===== src/rtl/stage_to_bf_pkg.sv =====
// Shared constants and helpers for the stage read-out path and its butterfly
// address generator.
package stage_to_bf_pkg;

  function automatic int clog2(input int value);
    int result;
    int rem;
    result = 0;
    rem = value - 1;
    while (rem > 0) begin
      result = result + 1;
      rem = rem >> 1;
    end
    return result;
  endfunction

  localparam int STB_N         = 8;
  localparam int STB_MSG_WIDTH = 1;
  localparam int STB_LOG_N     = clog2(STB_N);

endpackage


===== src/rtl/stage_to_bf_addr_gen.sv =====
// Radix-2 butterfly address map: pair index p at level s -> (addr0, addr1, tw).
// Pure combinational; also used by the stage-fill side for in-place write-back.
module bf_addr_gen
  import stage_to_bf_pkg::*;
#(
  parameter int LOG_N = STB_LOG_N
) (
  input  logic [LOG_N-2:0] p,
  input  logic [LOG_N-1:0] s,
  output logic [LOG_N-1:0] addr0,
  output logic [LOG_N-1:0] addr1,
  output logic [LOG_N-2:0] tw
);

  logic [LOG_N-1:0] p_ext;
  logic [LOG_N-1:0] span;
  logic [LOG_N-1:0] grp;
  logic [LOG_N-1:0] ofs;

  always_comb begin
    p_ext = {1'b0, p};
    span  = LOG_N'(1) << s;
    grp   = p_ext >> s;
    ofs   = p_ext & (span - LOG_N'(1));
    addr0 = (grp << (s + LOG_N'(1))) + ofs;
    addr1 = addr0 + span;
    // ofs < span, so the shifted value never reaches the dropped top bit
    tw    = (LOG_N-1)'(ofs << (LOG_N'(LOG_N - 1) - s));
  end

endmodule


===== src/rtl/stage_to_bf.sv =====
// Drains one filled FFT stage in butterfly-pair order for a single level and
// streams pairs, twiddle index and metadata to the butterfly unit.
//
//   state    | meaning
//   S_IDLE   | waiting for start; level checked here
//   S_ISSUE  | one pair address + mstore pop per cycle, N/2 cycles
//   S_DRAIN  | two cycles letting the read/output pipeline empty
module stage_to_bf
  import stage_to_bf_pkg::*;
#(
  parameter int N      = STB_N,
  parameter int LOG_N  = STB_LOG_N,
  parameter int WIDTH  = 32,
  parameter int MWIDTH = STB_MSG_WIDTH
) (
  input  logic              clk,
  input  logic              rst_n,
  input  logic              start,
  input  logic [LOG_N-1:0]  level,
  output logic [LOG_N-1:0]  addr0,
  output logic [LOG_N-1:0]  addr1,
  input  logic [WIDTH-1:0]  in_data0,
  input  logic [WIDTH-1:0]  in_data1,
  output logic              out_mread,
  input  logic [MWIDTH-1:0] in_m,
  output logic              out_nd,
  output logic [WIDTH-1:0]  out_data0,
  output logic [WIDTH-1:0]  out_data1,
  output logic [LOG_N-2:0]  out_tw,
  output logic [MWIDTH-1:0] out_m,
  output logic              finished,
  output logic              error
);

  localparam logic [1:0] S_IDLE  = 2'd0;
  localparam logic [1:0] S_ISSUE = 2'd1;
  localparam logic [1:0] S_DRAIN = 2'd2;

  localparam logic [LOG_N-2:0] P_LAST    = (LOG_N-1)'(N/2 - 1);
  localparam logic [LOG_N-1:0] LVL_LIMIT = LOG_N'(LOG_N);

  logic [1:0]       state;
  logic [LOG_N-2:0] p;
  logic [LOG_N-1:0] lvl;
  logic             drain_cnt;

  logic [LOG_N-2:0] sel_p;
  logic [LOG_N-1:0] sel_s;
  logic [LOG_N-1:0] gen_a0;
  logic [LOG_N-1:0] gen_a1;
  logic [LOG_N-2:0] gen_tw;

  logic [LOG_N-2:0] tw1;
  logic [LOG_N-2:0] tw2;
  logic             last1;
  logic             last2;
  logic             vld2;

  // Addresses are registered, so the generator looks one pair ahead; on the
  // start cycle it sees pair 0 at the incoming level.
  always_comb begin
    sel_p = (state == S_IDLE) ? '0 : p + (LOG_N-1)'(1);
    sel_s = (state == S_IDLE) ? level : lvl;
  end

  bf_addr_gen #(.LOG_N(LOG_N)) u_addr_gen (
    .p     (sel_p),
    .s     (sel_s),
    .addr0 (gen_a0),
    .addr1 (gen_a1),
    .tw    (gen_tw)
  );

  always_ff @(posedge clk or negedge rst_n) begin
    if (!rst_n) begin
      state     <= S_IDLE;
      p         <= '0;
      lvl       <= '0;
      drain_cnt <= 1'b0;
      addr0     <= '0;
      addr1     <= '0;
      tw1       <= '0;
      last1     <= 1'b0;
      out_mread <= 1'b0;
      error     <= 1'b0;
    end else begin
      out_mread <= 1'b0;
      last1     <= 1'b0;
      if (start && state != S_IDLE) error <= 1'b1;
      case (state)
        S_IDLE: begin
          if (start) begin
            if (level < LVL_LIMIT) begin
              lvl       <= level;
              p         <= '0;
              state     <= S_ISSUE;
              addr0     <= gen_a0;
              addr1     <= gen_a1;
              tw1       <= gen_tw;
              last1     <= (sel_p == P_LAST);
              out_mread <= 1'b1;
            end else begin
              error <= 1'b1;
            end
          end
        end
        S_ISSUE: begin
          if (p == P_LAST) begin
            state     <= S_DRAIN;
            drain_cnt <= 1'b1;
          end else begin
            p         <= sel_p;
            addr0     <= gen_a0;
            addr1     <= gen_a1;
            tw1       <= gen_tw;
            last1     <= (sel_p == P_LAST);
            out_mread <= 1'b1;
          end
        end
        S_DRAIN: begin
          if (drain_cnt == 1'b0) state <= S_IDLE;
          else drain_cnt <= 1'b0;
        end
        default: state <= S_IDLE;
      endcase
    end
  end

  // Memory and mstore both answer one cycle after the request; outputs add one more.
  always_ff @(posedge clk or negedge rst_n) begin
    if (!rst_n) begin
      vld2      <= 1'b0;
      tw2       <= '0;
      last2     <= 1'b0;
      out_nd    <= 1'b0;
      finished  <= 1'b0;
      out_data0 <= '0;
      out_data1 <= '0;
      out_tw    <= '0;
      out_m     <= '0;
    end else begin
      vld2     <= out_mread;
      tw2      <= tw1;
      last2    <= last1 && out_mread;
      out_nd   <= vld2;
      finished <= last2;
      if (vld2) begin
        out_data0 <= in_data0;
        out_data1 <= in_data1;
        out_tw    <= tw2;
        out_m     <= in_m;
      end
    end
  end

endmodule


===== config.mk =====
export PLATFORM = sky130hd
export DESIGN_NAME = stage_to_bf
export DESIGN_NICKNAME = d
export VERILOG_FILES = /design/src/rtl/stage_to_bf_pkg.sv /design/src/rtl/stage_to_bf_addr_gen.sv /design/src/rtl/stage_to_bf.sv
export SDC_FILE = /design/constraint.sdc
export NUM_CORES = 1
export LEC_CHECK = 0
export BUFFER_PORTS_ARGS = -buffer_cell sky130_fd_sc_hd__buf_2
export CAP_MARGIN = 20
export CORE_MARGIN = 8
export CORE_UTILIZATION = 44
export DETAILED_ROUTE_END_ITERATION = 10
export PLACE_DENSITY = 0.73
export SLEW_MARGIN = 0
export SYNTH_ARGS = -nofsm -noshare
export SYNTH_HDL_FRONTEND = slang
export SYNTH_SLANG_ARGS = --single-unit

===== constraint.sdc =====
create_clock -name clk -period 3.65 [get_ports clk]
set_clock_uncertainty 0.05 [all_clocks]
set_input_delay 0.73 -clock clk [delete_from_list [all_inputs] [get_ports clk]]
set_output_delay 0.73 -clock clk [all_outputs]
set_load 0.03 [all_outputs]

==> impl_metrics.csv <==
group,metric,value,unit
run_status,outcome,"finished, final reports clean",
global_route,grt_max_degree,74,
floorplan,pin_count,148,
cts,cts_root_buffer,"clkbuf_8",
critical_path,cpPeakStageDelay,490,ps
logic_synthesis,synth_top_area_cell,"dfrtp_1",
placement,place_hpwl,6620,um
logic_synthesis,yosysUniqueCellTypes,38,
sta,layout_worst_path_cycle_share,0.960,
route,ant_nets,0,
critical_path,crit_path_end_kind,"flop",
sta,max_slew.worst_pin.slew,908,ps
critical_path,startpoint,"state[0]",
sta,setup_viol,0,
critical_path,cpMaxStageDelayCell,"fa_1",
power_and_ir_drop,p_comb_frac,0.521,
finish,fin_util,0.596,
job,maxCapViolations,0,
global_route,grt_antenna_before_repair,0,
logic_synthesis,ys_ff_latch,92,
floorplan,start_util,0.454,
route,drtIter0Drc,74,
finish,area_delta_synth_final,31.1,%
cts,cts_max_level,3,
cts,cts_tree,"yes",
cts,clk_pin_slew,90,ps
route,totalWireLength,8580,um
critical_path,critPathArrivalTime,3730,ps
cts,cts_made_buffers,9,
placement,dpl.cell_count,514,
logic_synthesis,ys_warn_count,0,
logic_synthesis,yosysSeqAreaShare,0.617,
power_and_ir_drop,p_sw,2.29,mW
logic_synthesis,avgSynthCellArea,14.4,sq um
finish,fin_cells,531,
critical_path,cp_top_family,"simple AND/OR/NAND/NOR gates",
critical_path,crit_fanout,5,
critical_path,path_buf_inv,1,
finish,n_fill_cell,679,
global_route,grt_usage,0.147,
power_and_ir_drop,clkPwrFrac,0.131,
critical_path,r2r_slack,150,ps
logic_synthesis,syn_area,3730,sq um
sta,holdWs,315,ps
route,drc,0,
floorplan,core-area,8220,sq um
power_and_ir_drop,max-vdd-ir-drop,441,uV
global_route,grt_pass1_wl,13800,um
route,drtPass1Iterations,4,
sta,relSlewSlack,0.395,
power_and_ir_drop,p_seq_frac,0.349,
critical_path,crit_type,"reg2reg",
global_route,grt_pass1_vias,2703,
critical_path,critPathLaunchType,"flop",
global_route,grt_overflow,0,
power_and_ir_drop,leakagePower,2.40,nW
sta,fin_crit,3500,ps
sta,finalHoldViolations,0,
critical_path,r2r_end,"addr1[2]",
power_and_ir_drop,power,5.18,mW
route,vias,2608,
critical_path,r2r_cells,12,
sta,max_freq,285,MHz
logic_synthesis,syn_nets,340,
route,drt-vias-per-instance,4.91,
floorplan,die_h,108,um
finish,diodes,0,
power_and_ir_drop,switching_share,0.442,
finish,drive_gt1_frac,0.613,
critical_path,r2r_start,"state[0]",
floorplan,die_w,108,um
cts,clk_latency,340,ps
finish,postLayoutCellArea,4890,sq um
critical_path,crit_end,"addr1[2]",
route,wire_per_inst,16.2,um
placement,gp_congestion,0.899,
critical_path,cp_cell_sequence,"nor2_4 -> mux2_4 -> ha_2 -> nor2_4 -> nand3_2 -> or4_4 -> fa_1 -> fa_2 -> inv_2 -> nand4_1 -> a2111oi_2 -> nand3b_1",
floorplan,row_count,33,
placement,numPortBuffers,147,
critical_path,cp.depth,12,
logic_synthesis,postSynthCellCount,260,
floorplan,dieArea,11700,sq um
critical_path,cp_common_cell,"nor2_4",
power_and_ir_drop,cellInternalPower,2.89,mW
cts,cts_sinks,92,
min_path,hp-class,"reg2reg",
finish,nets,502,
power_and_ir_drop,p_per_area,1060,nW/um^2
logic_synthesis,synth_top_area_share,0.617,
logic_synthesis,synth_area_leaders,"dfrtp_1, mux2_2, ha_1, nand2_1, o21ai_0",
critical_path,required,3880,ps
sta,maxSlewViolCount,0,
cts,clk_path_buf_depth,2,
placement,placed_cell_area,4660,sq um
synth_stat cells:
| master | instances |
|---|---|
| nand2_1 | 15 |
| nor2b_1 | 1 |
| a21bo_2 | 1 |
| o2111ai_1 | 1 |
| a32oi_1 | 1 |
| inv_1 | 10 |
| buf_2 | 4 |
| or3_1 | 1 |
| buf_6 | 1 |
| nand3b_1 | 2 |
| a21o_1 | 2 |
| o21a_1 | 2 |
| nor2_1 | 5 |
| a31oi_1 | 1 |
| and2_1 | 2 |
| xor2_1 | 1 |
| a21oi_1 | 1 |
| dfrtp_1 | 92 |
| a31o_1 | 1 |
| mux2i_1 | 1 |
| nand4_1 | 1 |
| xnor2_1 | 1 |
| nor3_1 | 3 |
| o41ai_1 | 2 |
| or4_1 | 1 |
| and3_1 | 1 |
| a2111oi_2 | 1 |
| or3b_1 | 2 |
| buf_1 | 3 |
| and4_1 | 1 |
| clkbuf_1 | 3 |
| mux2_2 | 72 |
| o21ai_0 | 9 |
| ha_1 | 7 |
| o31ai_1 | 2 |
| nand3_1 | 3 |
| fa_1 | 2 |
| or3b_4 | 1 |
worst register-to-register path, delay by kind of cell (launching register included):
family | cells | cell delay (ps)
buffers and inverters | 1 | 60
flip-flops | 1 | 410
adder cells (fa/ha/maj) | 3 | 1080
AND/OR/NAND/NOR | 6 | 1120
AO/OA/AOI/OAI | 1 | 380
multiplexers | 1 | 350
state kept, by name, summed over array words and instances (netlist names), 2 cells and up:
register and count:
out_tw 2, p 2, state 2, tw1 2
lvl 3, tw2 2, out_data1 32, addr1 3
out_data0 32, addr0 3
how the worst min path moves through the flow:
stage                      from       end  slack, ps  depth (start not counted)
after floorplan           last2  finished        280                          0
after global placement    last2  finished        290                          0
after detailed placement  last2  finished        290                          0
after CTS                 last2  finished        320                          0
after global routing      last2  finished        320                          0
final                     last2  finished        320                          0
logic make-up after synthesis:
| group | Yosys count | share of synthesized area |
|---|---|---|
| adder cells (fa/ha/maj) | 9 | 0.0342 |
| flip-flops | 92 | 0.617 |
| XOR/XNOR | 2 | 0.00469 |
| AO/OA/AOI/OAI | 24 | 0.0456 |
| buffers and inverters | 21 | 0.0245 |
| AND/OR/NAND/NOR | 39 | 0.0543 |
| multiplexers | 73 | 0.220 |
power by group through the flow:
| stage | sequential, mW | clock, mW | combinational (mW) |
|---|---|---|---|
| after floorplan | 2.60 | 0 | 1.08 |
| after global placement | 1.81 | 0 | 2.62 |
| after detailed placement | 1.84 | 0 | 2.67 |
| after CTS | 1.82 | 0.704 | 2.68 |
| after global routing | 1.89 | 0.744 | 2.89 |
| final | 1.80 | 0.676 | 2.70 |
metrics by stage:
step / worst slack (ps) / setup TNS (ps)
floorplan: 64.0 / 0
global placement: -62.4 / -62.4
detailed placement: -173 / -173
CTS: 19.4 / 0
global route: -49.7 / -49.7
finish: 147 / 0
layout by cell type, fill, tap and decap left out, types with 2 or more instances in the layout:
master and instances:
o21a_1 2, buf_2 146, dfrtp_1 91, nand3_1 2
clkbuf_8 9, clkinvlp_4 3, inv_1 9, o21ai_0 9
nor3_1 3, nand2_1 15, o41ai_1 2, o31ai_1 2
nor2_1 3, ha_1 6, nand3b_1 2, mux2_2 71
and2_1 2, or3b_1 2, buf_4 16, a21o_1 2
nor2_4 2
layer usage:
| metal | wire (um) | global-route usage |
|---|---|---|
| met1 | 3420 | 0.179 |
| met2 | 4330 | 0.245 |
| met3 | 744 | 0.0428 |
| met4 | 82 | 0.0486 |
| met5 | 0 | 0 |
timing repair:
| action | CTS | global route |
|---|---|---|
| resized for setup | 1 | 7 |
| pin swaps | 1 | 4 |
| buffers inserted | 0 | 2 |
| hold buffers | 0 | 0 |
| endpoints found under the setup margin | 1 | 1 |
final cells by class:
type	instances	area (sq um)	area share
flip-flops and latches	92	2300	0.471
multi-input cells	147	1380	0.281
repair buffers	162	851	0.174
well taps	105	131	0.0268
clock buffers	9	124	0.0253
clock inverters	6	72.6	0.0148
inverters	10	37.5	0.00767
Power figures use the tool's default switching activity.
